File: config.mk
export PLATFORM = sky130hd
export DESIGN_NAME = axa_mult_driver
export DESIGN_NICKNAME = d
export VERILOG_FILES = /design/src/rtl/axa_pkg.sv /design/src/rtl/axa_hs_timeout.sv /design/src/rtl/axa_mult_driver.sv
export SDC_FILE = /design/constraint.sdc
export NUM_CORES = 1
export LEC_CHECK = 0
export ABC_AREA = 1
export CAP_MARGIN = 5
export CORE_ASPECT_RATIO = 0.8
export CORE_MARGIN = 8
export CORE_UTILIZATION = 30
export DETAILED_ROUTE_END_ITERATION = 7
export PLACE_DENSITY_LB_ADDON = 0.12
export SLEW_MARGIN = 40
export SYNTH_ARGS = -nofsm -noshare
export SYNTH_HDL_FRONTEND = slang
export SYNTH_SLANG_ARGS = --single-unit
File: constraint.sdc
create_clock -name input_Clk -period 2.1 [get_ports input_Clk]
set_input_delay 0.315 -clock input_Clk [delete_from_list [all_inputs] [get_ports input_Clk]]
set_output_delay 0.315 -clock input_Clk [all_outputs]
set_load 0.005 [all_outputs]
File: src/rtl/axa_pkg.sv
`default_nettype none
// ============================================================================
// axa_pkg : shared FSM encoding and operand/result word ordering for the
//           2x2 matrix multiplier driver and its multiplier-side bench.
// Revision : 1.0
// ============================================================================
package axa_pkg;

  localparam int WORD_W = 32;
  localparam int N_OPS  = 8;
  localparam int N_RES  = 4;

  typedef enum logic [2:0] {
    ST_LOAD   = 3'd0,
    ST_REQ    = 3'd1,
    ST_REL    = 3'd2,
    ST_WAIT_C = 3'd3,
    ST_ACK_C  = 3'd4,
    ST_DRAIN  = 3'd5,
    ST_ERR    = 3'd6
  } axa_state_t;

  typedef logic [2:0] op_idx_t;
  typedef logic [1:0] res_idx_t;

  // Operand load order on input_Word
  localparam op_idx_t OP_A11 = 3'd0;
  localparam op_idx_t OP_A12 = 3'd1;
  localparam op_idx_t OP_A21 = 3'd2;
  localparam op_idx_t OP_A22 = 3'd3;
  localparam op_idx_t OP_B11 = 3'd4;
  localparam op_idx_t OP_B12 = 3'd5;
  localparam op_idx_t OP_B21 = 3'd6;
  localparam op_idx_t OP_B22 = 3'd7;

  // Result presentation order on output_Result
  localparam res_idx_t RES_C11 = 2'd0;
  localparam res_idx_t RES_C12 = 2'd1;
  localparam res_idx_t RES_C21 = 2'd2;
  localparam res_idx_t RES_C22 = 2'd3;

endpackage
`default_nettype wire

File: src/rtl/axa_hs_timeout.sv
`default_nettype none
// ============================================================================
// axa_hs_timeout : loadable down-counter; expired is high once it reaches 0.
// Revision : 1.0
// ============================================================================
module axa_hs_timeout #(
  parameter int WIDTH = 11
) (
  input  logic             clk,
  input  logic             rst,
  input  logic             load,
  input  logic [WIDTH-1:0] load_value,
  output logic             expired
);

  logic [WIDTH-1:0] count_q;
  logic [WIDTH-1:0] count_d;

  always_comb begin
    count_d = count_q;
    if (load) begin
      count_d = load_value;
    end else if (count_q != '0) begin
      count_d = count_q - WIDTH'(1);
    end
  end

  always_ff @(posedge clk) begin
    if (rst) begin
      count_q <= '0;
    end else begin
      count_q <= count_d;
    end
  end

  assign expired = (count_q == '0);

endmodule
`default_nettype wire

File: src/rtl/axa_mult_driver.sv
`default_nettype none
// ============================================================================
// axa_mult_driver : loads 8 operand words, runs a four-phase handshake with a
//                   2x2 matrix multiplier, and streams the 4 product words out.
// Revision : 1.0
// ============================================================================
module axa_mult_driver
  import axa_pkg::*;
#(
  parameter int TIMEOUT_CYCLES = 1024
) (
  input  logic              input_Clk,
  input  logic              input_Reset,
  input  logic [WORD_W-1:0] input_Word,
  input  logic              input_Word_Valid,
  output logic              output_Word_Ready,
  output logic [WORD_W-1:0] output_A11,
  output logic [WORD_W-1:0] output_A12,
  output logic [WORD_W-1:0] output_A21,
  output logic [WORD_W-1:0] output_A22,
  output logic [WORD_W-1:0] output_B11,
  output logic [WORD_W-1:0] output_B12,
  output logic [WORD_W-1:0] output_B21,
  output logic [WORD_W-1:0] output_B22,
  output logic              output_Stable,
  input  logic              input_AB_Ack,
  input  logic [WORD_W-1:0] input_C11,
  input  logic [WORD_W-1:0] input_C12,
  input  logic [WORD_W-1:0] input_C21,
  input  logic [WORD_W-1:0] input_C22,
  input  logic              input_Stable,
  output logic              output_C_Ack,
  output logic [WORD_W-1:0] output_Result,
  output logic              output_Result_Valid,
  input  logic              input_Result_Ready,
  output logic              output_Busy,
  output logic              output_Error
);

  localparam int                TMR_W      = $clog2(TIMEOUT_CYCLES + 1);
  localparam logic [TMR_W-1:0]  TMR_RELOAD = TMR_W'(TIMEOUT_CYCLES - 1);

  axa_state_t        state_q;
  axa_state_t        state_d;
  logic [WORD_W-1:0] op_q  [N_OPS];
  logic [WORD_W-1:0] op_d  [N_OPS];
  logic [WORD_W-1:0] res_q [N_RES];
  logic [WORD_W-1:0] res_d [N_RES];
  op_idx_t           op_idx_q;
  op_idx_t           op_idx_d;
  res_idx_t          res_idx_q;
  res_idx_t          res_idx_d;
  logic              stable_q;
  logic              stable_d;
  logic              tmr_load;
  logic              tmr_expired;

  // Shared wait counter: reloaded on every state change, so each handshake
  // state gets a fresh TIMEOUT_CYCLES window from the cycle it is entered.
  axa_hs_timeout #(
    .WIDTH (TMR_W)
  ) u_timeout (
    .clk        (input_Clk),
    .rst        (input_Reset),
    .load       (tmr_load),
    .load_value (TMR_RELOAD),
    .expired    (tmr_expired)
  );

  always_comb begin
    state_d   = state_q;
    op_d      = op_q;
    res_d     = res_q;
    op_idx_d  = op_idx_q;
    res_idx_d = res_idx_q;
    stable_d  = 1'b0;

    case (state_q)
      ST_LOAD: begin
        if (input_Word_Valid) begin
          op_d[op_idx_q] = input_Word;
          op_idx_d       = op_idx_q + 3'd1;
          if (op_idx_q == OP_B22) begin
            state_d  = ST_REQ;
            stable_d = ~input_AB_Ack;
          end
        end
      end

      // Stable is only raised on an edge where Ack was seen low.
      ST_REQ: begin
        if (stable_q && input_AB_Ack) begin
          state_d = ST_REL;
        end else if (tmr_expired) begin
          state_d = ST_ERR;
        end else begin
          stable_d = stable_q | ~input_AB_Ack;
        end
      end

      ST_REL: begin
        if (!input_AB_Ack) begin
          state_d = ST_WAIT_C;
        end else if (tmr_expired) begin
          state_d = ST_ERR;
        end
      end

      ST_WAIT_C: begin
        if (input_Stable) begin
          res_d[RES_C11] = input_C11;
          res_d[RES_C12] = input_C12;
          res_d[RES_C21] = input_C21;
          res_d[RES_C22] = input_C22;
          state_d        = ST_ACK_C;
        end else if (tmr_expired) begin
          state_d = ST_ERR;
        end
      end

      ST_ACK_C: begin
        if (!input_Stable) begin
          state_d = ST_DRAIN;
        end else if (tmr_expired) begin
          state_d = ST_ERR;
        end
      end

      ST_DRAIN: begin
        if (input_Result_Ready) begin
          res_idx_d = res_idx_q + 2'd1;
          if (res_idx_q == RES_C22) begin
            state_d = ST_LOAD;
          end
        end
      end

      ST_ERR: begin
        state_d = ST_ERR;
      end

      default: begin
        state_d = ST_ERR;
      end
    endcase

    tmr_load = (state_d != state_q);
  end

  always_ff @(posedge input_Clk) begin
    if (input_Reset) begin
      state_q   <= ST_LOAD;
      op_idx_q  <= '0;
      res_idx_q <= '0;
      stable_q  <= 1'b0;
      for (int i = 0; i < N_OPS; i++) begin
        op_q[i] <= '0;
      end
      for (int i = 0; i < N_RES; i++) begin
        res_q[i] <= '0;
      end
    end else begin
      state_q   <= state_d;
      op_idx_q  <= op_idx_d;
      res_idx_q <= res_idx_d;
      stable_q  <= stable_d;
      op_q      <= op_d;
      res_q     <= res_d;
    end
  end

  assign output_Word_Ready   = (state_q == ST_LOAD);
  assign output_Stable       = stable_q;
  assign output_C_Ack        = (state_q == ST_ACK_C);
  assign output_Result_Valid = (state_q == ST_DRAIN);
  assign output_Result       = res_q[res_idx_q];
  assign output_Busy         = (state_q != ST_LOAD);
  assign output_Error        = (state_q == ST_ERR);

  assign output_A11 = op_q[OP_A11];
  assign output_A12 = op_q[OP_A12];
  assign output_A21 = op_q[OP_A21];
  assign output_A22 = op_q[OP_A22];
  assign output_B11 = op_q[OP_B11];
  assign output_B12 = op_q[OP_B12];
  assign output_B21 = op_q[OP_B21];
  assign output_B22 = op_q[OP_B22];

endmodule
`default_nettype wire

# Word level (Yosys, flattened, before mapping)
# Cells that the tools add are included.
# totals
reg_bits	404
in_bits	166
output_inout_bits	294
elab_cells	71
# classes
n_addsub	3
n_lt_le_gt_ge	3
n_eq_ne	9
muxes	23
bitwise	4
n_reduce_logical	11
# op_table
op	n
$bwmux 256	1
$demux 32 s3	1
$mux 32	3
$bmux 32 s2	1
$mux 3	9
$mux 10	2
$pmux 3 s6	1
$eq 3x3->1 const B	4
$logic_not 11->1	1
$reduce_bool 11->1	1
$sub 11x1->11 const B	1
$eq 3x2->1 const B	2
$reduce_and 2->1	3
$ge 4x4->1 const B	1
$lt 4x1->1 const B	1
$mux 1	4
$not 3->4	1
$add 3x1->3 const B	1
$eq 3x1->1 const B	1
$ge 3x3->1 const B	1
$logic_not 3->1	1
$ne 3x3->1	1
$not 2->3	1
$reduce_bool 3->1	1
other kinds (8)	9

# Depth between registers and ports, before layout
# depth
ltp_word	6
ltp_mapped	15
mapped_depth_nobuf	14

# Modules after synthesis
# From an unflattened synthesis, not the netlist that was laid out.
# unflattened
hier_cells	2128
area_unflattened_um2	16503.3
# modules_own_cells
module	n_inst	cells_per_inst	area_each_um2	seq_area_each_um2
axa_mult_driver	1	2011	15763.9	7867.5
axa_hs_timeout	1	117	739.5	220.2

# Worst setup path after synthesis
# No wires, ideal clock.
# synth_path
path_kind	input to register
from	input port u_timeout.count_q[0]
to	register u_timeout.count_q[1]
setup_time_ns	0.110
arrival_time_ns	1.635
required_time_ns	1.990
path_slack_ns	0.355
stages	15
path_buffers	2
cell_sequence	dfxtp_1 > inv_1 > ha_1 > nand2_1 > nor2_1 > nand3_1 > buf_4 > nand2_1 > nand2_1 > nand3_1 > a21oi_2 > buf_4 > nand3_1 > nand2_1 > inv_1
# synth_between
elab_chain_len	6
elab_cells_between_ends	13
cone_classes	1 x add/sub; 1 x eq/ne; 8 x mux; 3 x reduce/logical
# synth_lines
element	line_no	rtl
start: declaration	axa_hs_timeout.sv:16	logic [WIDTH-1:0] count_q;
$logic_not 11->1	axa_hs_timeout.sv:36	assign expired = (count_q == '0);
$mux 3	-	
$mux 3 (on tied branches)	-	
$pmux 3 s6	axa_mult_driver.sv:78	case (state_q)
$ne 3x3->1	axa_mult_driver.sv:147	tmr_load = (state_d != state_q);
$mux 10 / $reduce_bool 2->1 (equally long branches)	-	
# Several ways; a longest one is shown, not always the timed one. The select of a mux whose other input is x is not followed.
# A chain may end at the register's enable or synchronous reset.

# Worst setup path in the final report
# layout_path
from	input port res_idx_q[0]
to	output port output_Result[3]
# layout_between
elab_chain_len	4
# layout_lines
element	line_no	rtl
start: declaration	axa_mult_driver.sv:51	res_idx_t res_idx_q;
$not 2->3 (not written as such)	axa_mult_driver.sv:176	assign output_Result = res_q[res_idx_q];
$bmux 32 s2	axa_mult_driver.sv:176	
$mux 32 (not written as such) (2 in a row)	axa_mult_driver.sv:176	
end: declaration	axa_mult_driver.sv:33	output logic [WORD_W-1:0] output_Result,
# Every way passes these cells. The select of a mux whose other input is x is not followed.

==> impl_metrics.yaml <==
floorplan:
  rows: 74
  die_y_um: 219
  io_pins: 460
  die_x_um: 270
  coreArea_um2: 51000
  die_area_um2: 59100
  initial_core_util_pct: 30.3
critical_path:
  reg2reg_slack_ns: 0.10
  path_common_cell: "buf_12"
  critical_path.max_fanout: 7
  crit_path_top_delay_cell: "dfxtp_4"
  crit_path_start_kind: "register"
  end_kind: "primary output"
  critPathArrivalTime_ns: 1.83
  worstPathCellList: "clkinvlp_4 > buf_12 > buf_12 > buf_6 > o21ai_2 > o22ai_1 > buf_2"
  critical_path_class: "register to primary output"
  slowest_delay_ns: 0.37
  crit_required_ns: 1.78
finish:
  area_growth_pct: 48.4
  drive_above_1_share_pct: 10.9
  fin_cells: 3246
  final_util_pct: 45.0
  fin_area_um2: 23000
  finalNetCount: 2692
synth:
  syn_nets: 2272
  synth_area_um2: 15500
  synthMuxAreaShare_pct: 0
  synth_compound_area_share_pct: 16.6
  ys_ff_latch: 404
  synth-simple-area-share_pct: 23.9
  yosys.area.top_type_share_pct: 52.3
  synth_area_leader_cell: "dfxtp_1"
  synthAdderAreaFrac_pct: 0.323
  synth_cell_type_count: 28
  synth_top_family_by_area: "simple AND/OR/NAND/NOR gates"
  synth_xor_area_share_pct: 0.170
  synth.top_cells.by_area: "dfxtp_1 (52%), nor2_1 (21%), o21ai_0 (13%)"
  syn_inst: 2102
  yosysWarningCount: 0
  avgSynthCellArea_um2: 7.36
  ys_seq_area_share_pct: 52.3
routing:
  drc: 0
  routedLengthMet1_um: 29100
  first_pass_iters: 5
  wl_per_cell_um: 20.1
  wl_met3_um: 4640
  vias: 15400
  met2WireLength_um: 29700
  top_layer: "met5"
  drtIter0Drc: 1201
  wirelength_um: 65200
  drt.antenna.violating_nets: 0
  via_per_inst: 4.75
grt:
  grt_pass1_wl_um: 95800
  track_usage_pct: 20.7
  grt_max_degree: 104
  grt_antenna_before_repair: 5
  first_global_vias: 15100
  gr-total-overflow: 0
timing:
  worst_slack_ns: -0.0473
  period_share_pct: 102
  finalSetupViolations: 12
  skew_ns: 0.0216
  period_needed_ns: 2.15
  rsz0062_at_grt: "true"
  clock.fmax_mhz: 466
  tightest_slew_ns: 0.658
  slew_headroom_pct: 56.0
  slew_violations: 0
  timing.final.hold_violations: 0
placed_design:
  pre_cts_ws_ns: 0.0754
  port_buffers: 459
  dp_cells: 3122
  hpwl_um: 43100
  post_dp_cell_area_um2: 20800
  place_congestion: 0.829
flow_run:
  max_cap_violations: 0
cts:
  cts_tree: "built"
  clk_pin_slew_ns: 0.06
  cts-root-buf: "clkbuf_16"
  cts_buffer_depth: 3
  worstSkewPairLatency_ns: 0.56
  cts_hold_buf: 0
  clock_sinks: 404
  htree_levels: 2
  cts_made_buffers: 45
power:
  p_leak_nw: 10.0
  power_density_nw_per_um2: 865
  ir_drop_mv: 0.465
run_status:
  violations: "negative setup slack"
  outcome: "finished, violations left"
hold_path:
  hold_class: "input port to register"
==> state kept, by name (all words and copies together), names as in the netlist <==
register / count
op_idx_q: 3
output_A11: 32
output_A12: 32
output_A21: 32
output_A22: 32
output_B11: 32
output_B12: 32
output_B21: 32
output_B22: 32
output_Stable: 1
res_idx_q: 2
res_q: 128
state_q: 3
u_timeout.count_q: 11
==> routing by layer <==
metal	vias up	GRT usage, %
li1	7581	-
met3	92	5.56
met2	474	32.8
met1	7275	27.3
met4	4	6.40
met5	-	0
==> Yosys cell counts <==
library cell and count:
nor2_1 854, o21ai_0 416, dfxtp_1 404, clkbuf_1 88, buf_2 70, inv_1 54
nand2_1 53, o21ai_1 43, o22ai_1 33, nand3_1 22, buf_4 16, nor2_4 9
a21oi_1 8, inv_2 7, nor2_2 5, ha_1 4, nand4_1 3, xor2_1 3
a21oi_2 1, a31oi_1 1, buf_1 1, buf_6 1, clkbuf_2 1, nand2_2 1
nor3_1 1, nor3_2 1, nor4_1 1, o31ai_1 1
==> layout make-up <==
type	instances	area, um^2
Antenna cell	4	10.0
Timing Repair Buffer	550	5650
Tap cell	684	856
Clock inverter	13	146
Fill cell	5029	28100
Sequential cell	404	8100
Clock buffer	70	1390
Inverter	61	244
Multi-Input combinational cell	1460	6550
==> kinds of logic (layout without fill, tap and decap cells) <==
group,Yosys count,count (layout)
AOI/OAI and AO/OA,503,503
xor gates and xnor gates,3,3
adders and majority gates,4,4
buffers and inverters,238,694
DFF,404,404
other,0,4
and+or+nand+nor,950,950
==> what timing repair did <==
action,CTS,global route
gates resized for setup,190,58
cloned,5,5
pin swaps,2,8
buffers inserted,17,12
endpoints found under the setup margin,37,43
==> path summary, 6_finish.rpt <==
path / start / to / cells past startpoint
setup / recovery: res_idx_q[0] / output_Result[3] / 7
hold / removal: input_C22[18] / res_q[18] / 3
setup reg to reg: res_idx_q[0] / u_timeout.count_q[1] / 13
hold reg to reg: u_timeout.count_q[10] / u_timeout.count_q[10] / 2
==> layout by cell type, fill, tap and decap left out, types with 2 or more instances in the layout <==
| cell type | n |
|---|---|
| nor2_1 | 829 |
| clkdlybuf4s50_1 | 424 |
| dfxtp_1 | 400 |
| o21ai_0 | 379 |
| o21ai_1 | 61 |
| clkbuf_16 | 52 |
| inv_1 | 51 |
| nand2_1 | 50 |
| buf_4 | 49 |
| o22ai_1 | 30 |
| buf_2 | 27 |
| nor2_2 | 26 |
| buf_12 | 25 |
| nand3_1 | 21 |
| o21ai_2 | 19 |
| nor2_4 | 13 |
| clkbuf_8 | 13 |
| clkbuf_1 | 10 |
| clkinv_2 | 9 |
| a21oi_1 | 8 |
| buf_6 | 7 |
| inv_2 | 6 |
| diode_2 | 4 |
| buf_16 | 4 |
| o22ai_2 | 3 |
| nand2_2 | 3 |
| nand4_1 | 3 |
| xor2_1 | 3 |
| ha_1 | 3 |
| bufinv_16 | 3 |
| clkdlybuf4s15_2 | 3 |
| dfxtp_4 | 3 |
| clkinvlp_4 | 2 |
| dlymetal6s2s_1 | 2 |
| clkbuf_2 | 2 |
==> critical path, delay by kind of cell, from the launching register on <==
family	cells	cell delay, ns
AOI/OAI and AO/OA	2	0.19
DFF	1	0.37
buffers and inverters	5	0.70
==> where the power goes <==
part	total [mW]	switching [mW]	internal, mW
clock network	8.17	3.25	4.92
registers	8.40	0.269	8.13
logic	3.29	1.73	1.55
==> through the flow <==
step                      power (mW)  setup TNS, ns  hold slack [ns]
after floorplan                 10.1              0            0.384
after global placement          11.8              0            0.461
after detailed placement        11.8              0            0.470
after CTS                       20.1         -0.830            0.302
after global routing            20.8          -1.98            0.325
final                           19.9         -0.252            0.339
(Power assumes the default switching activity.)
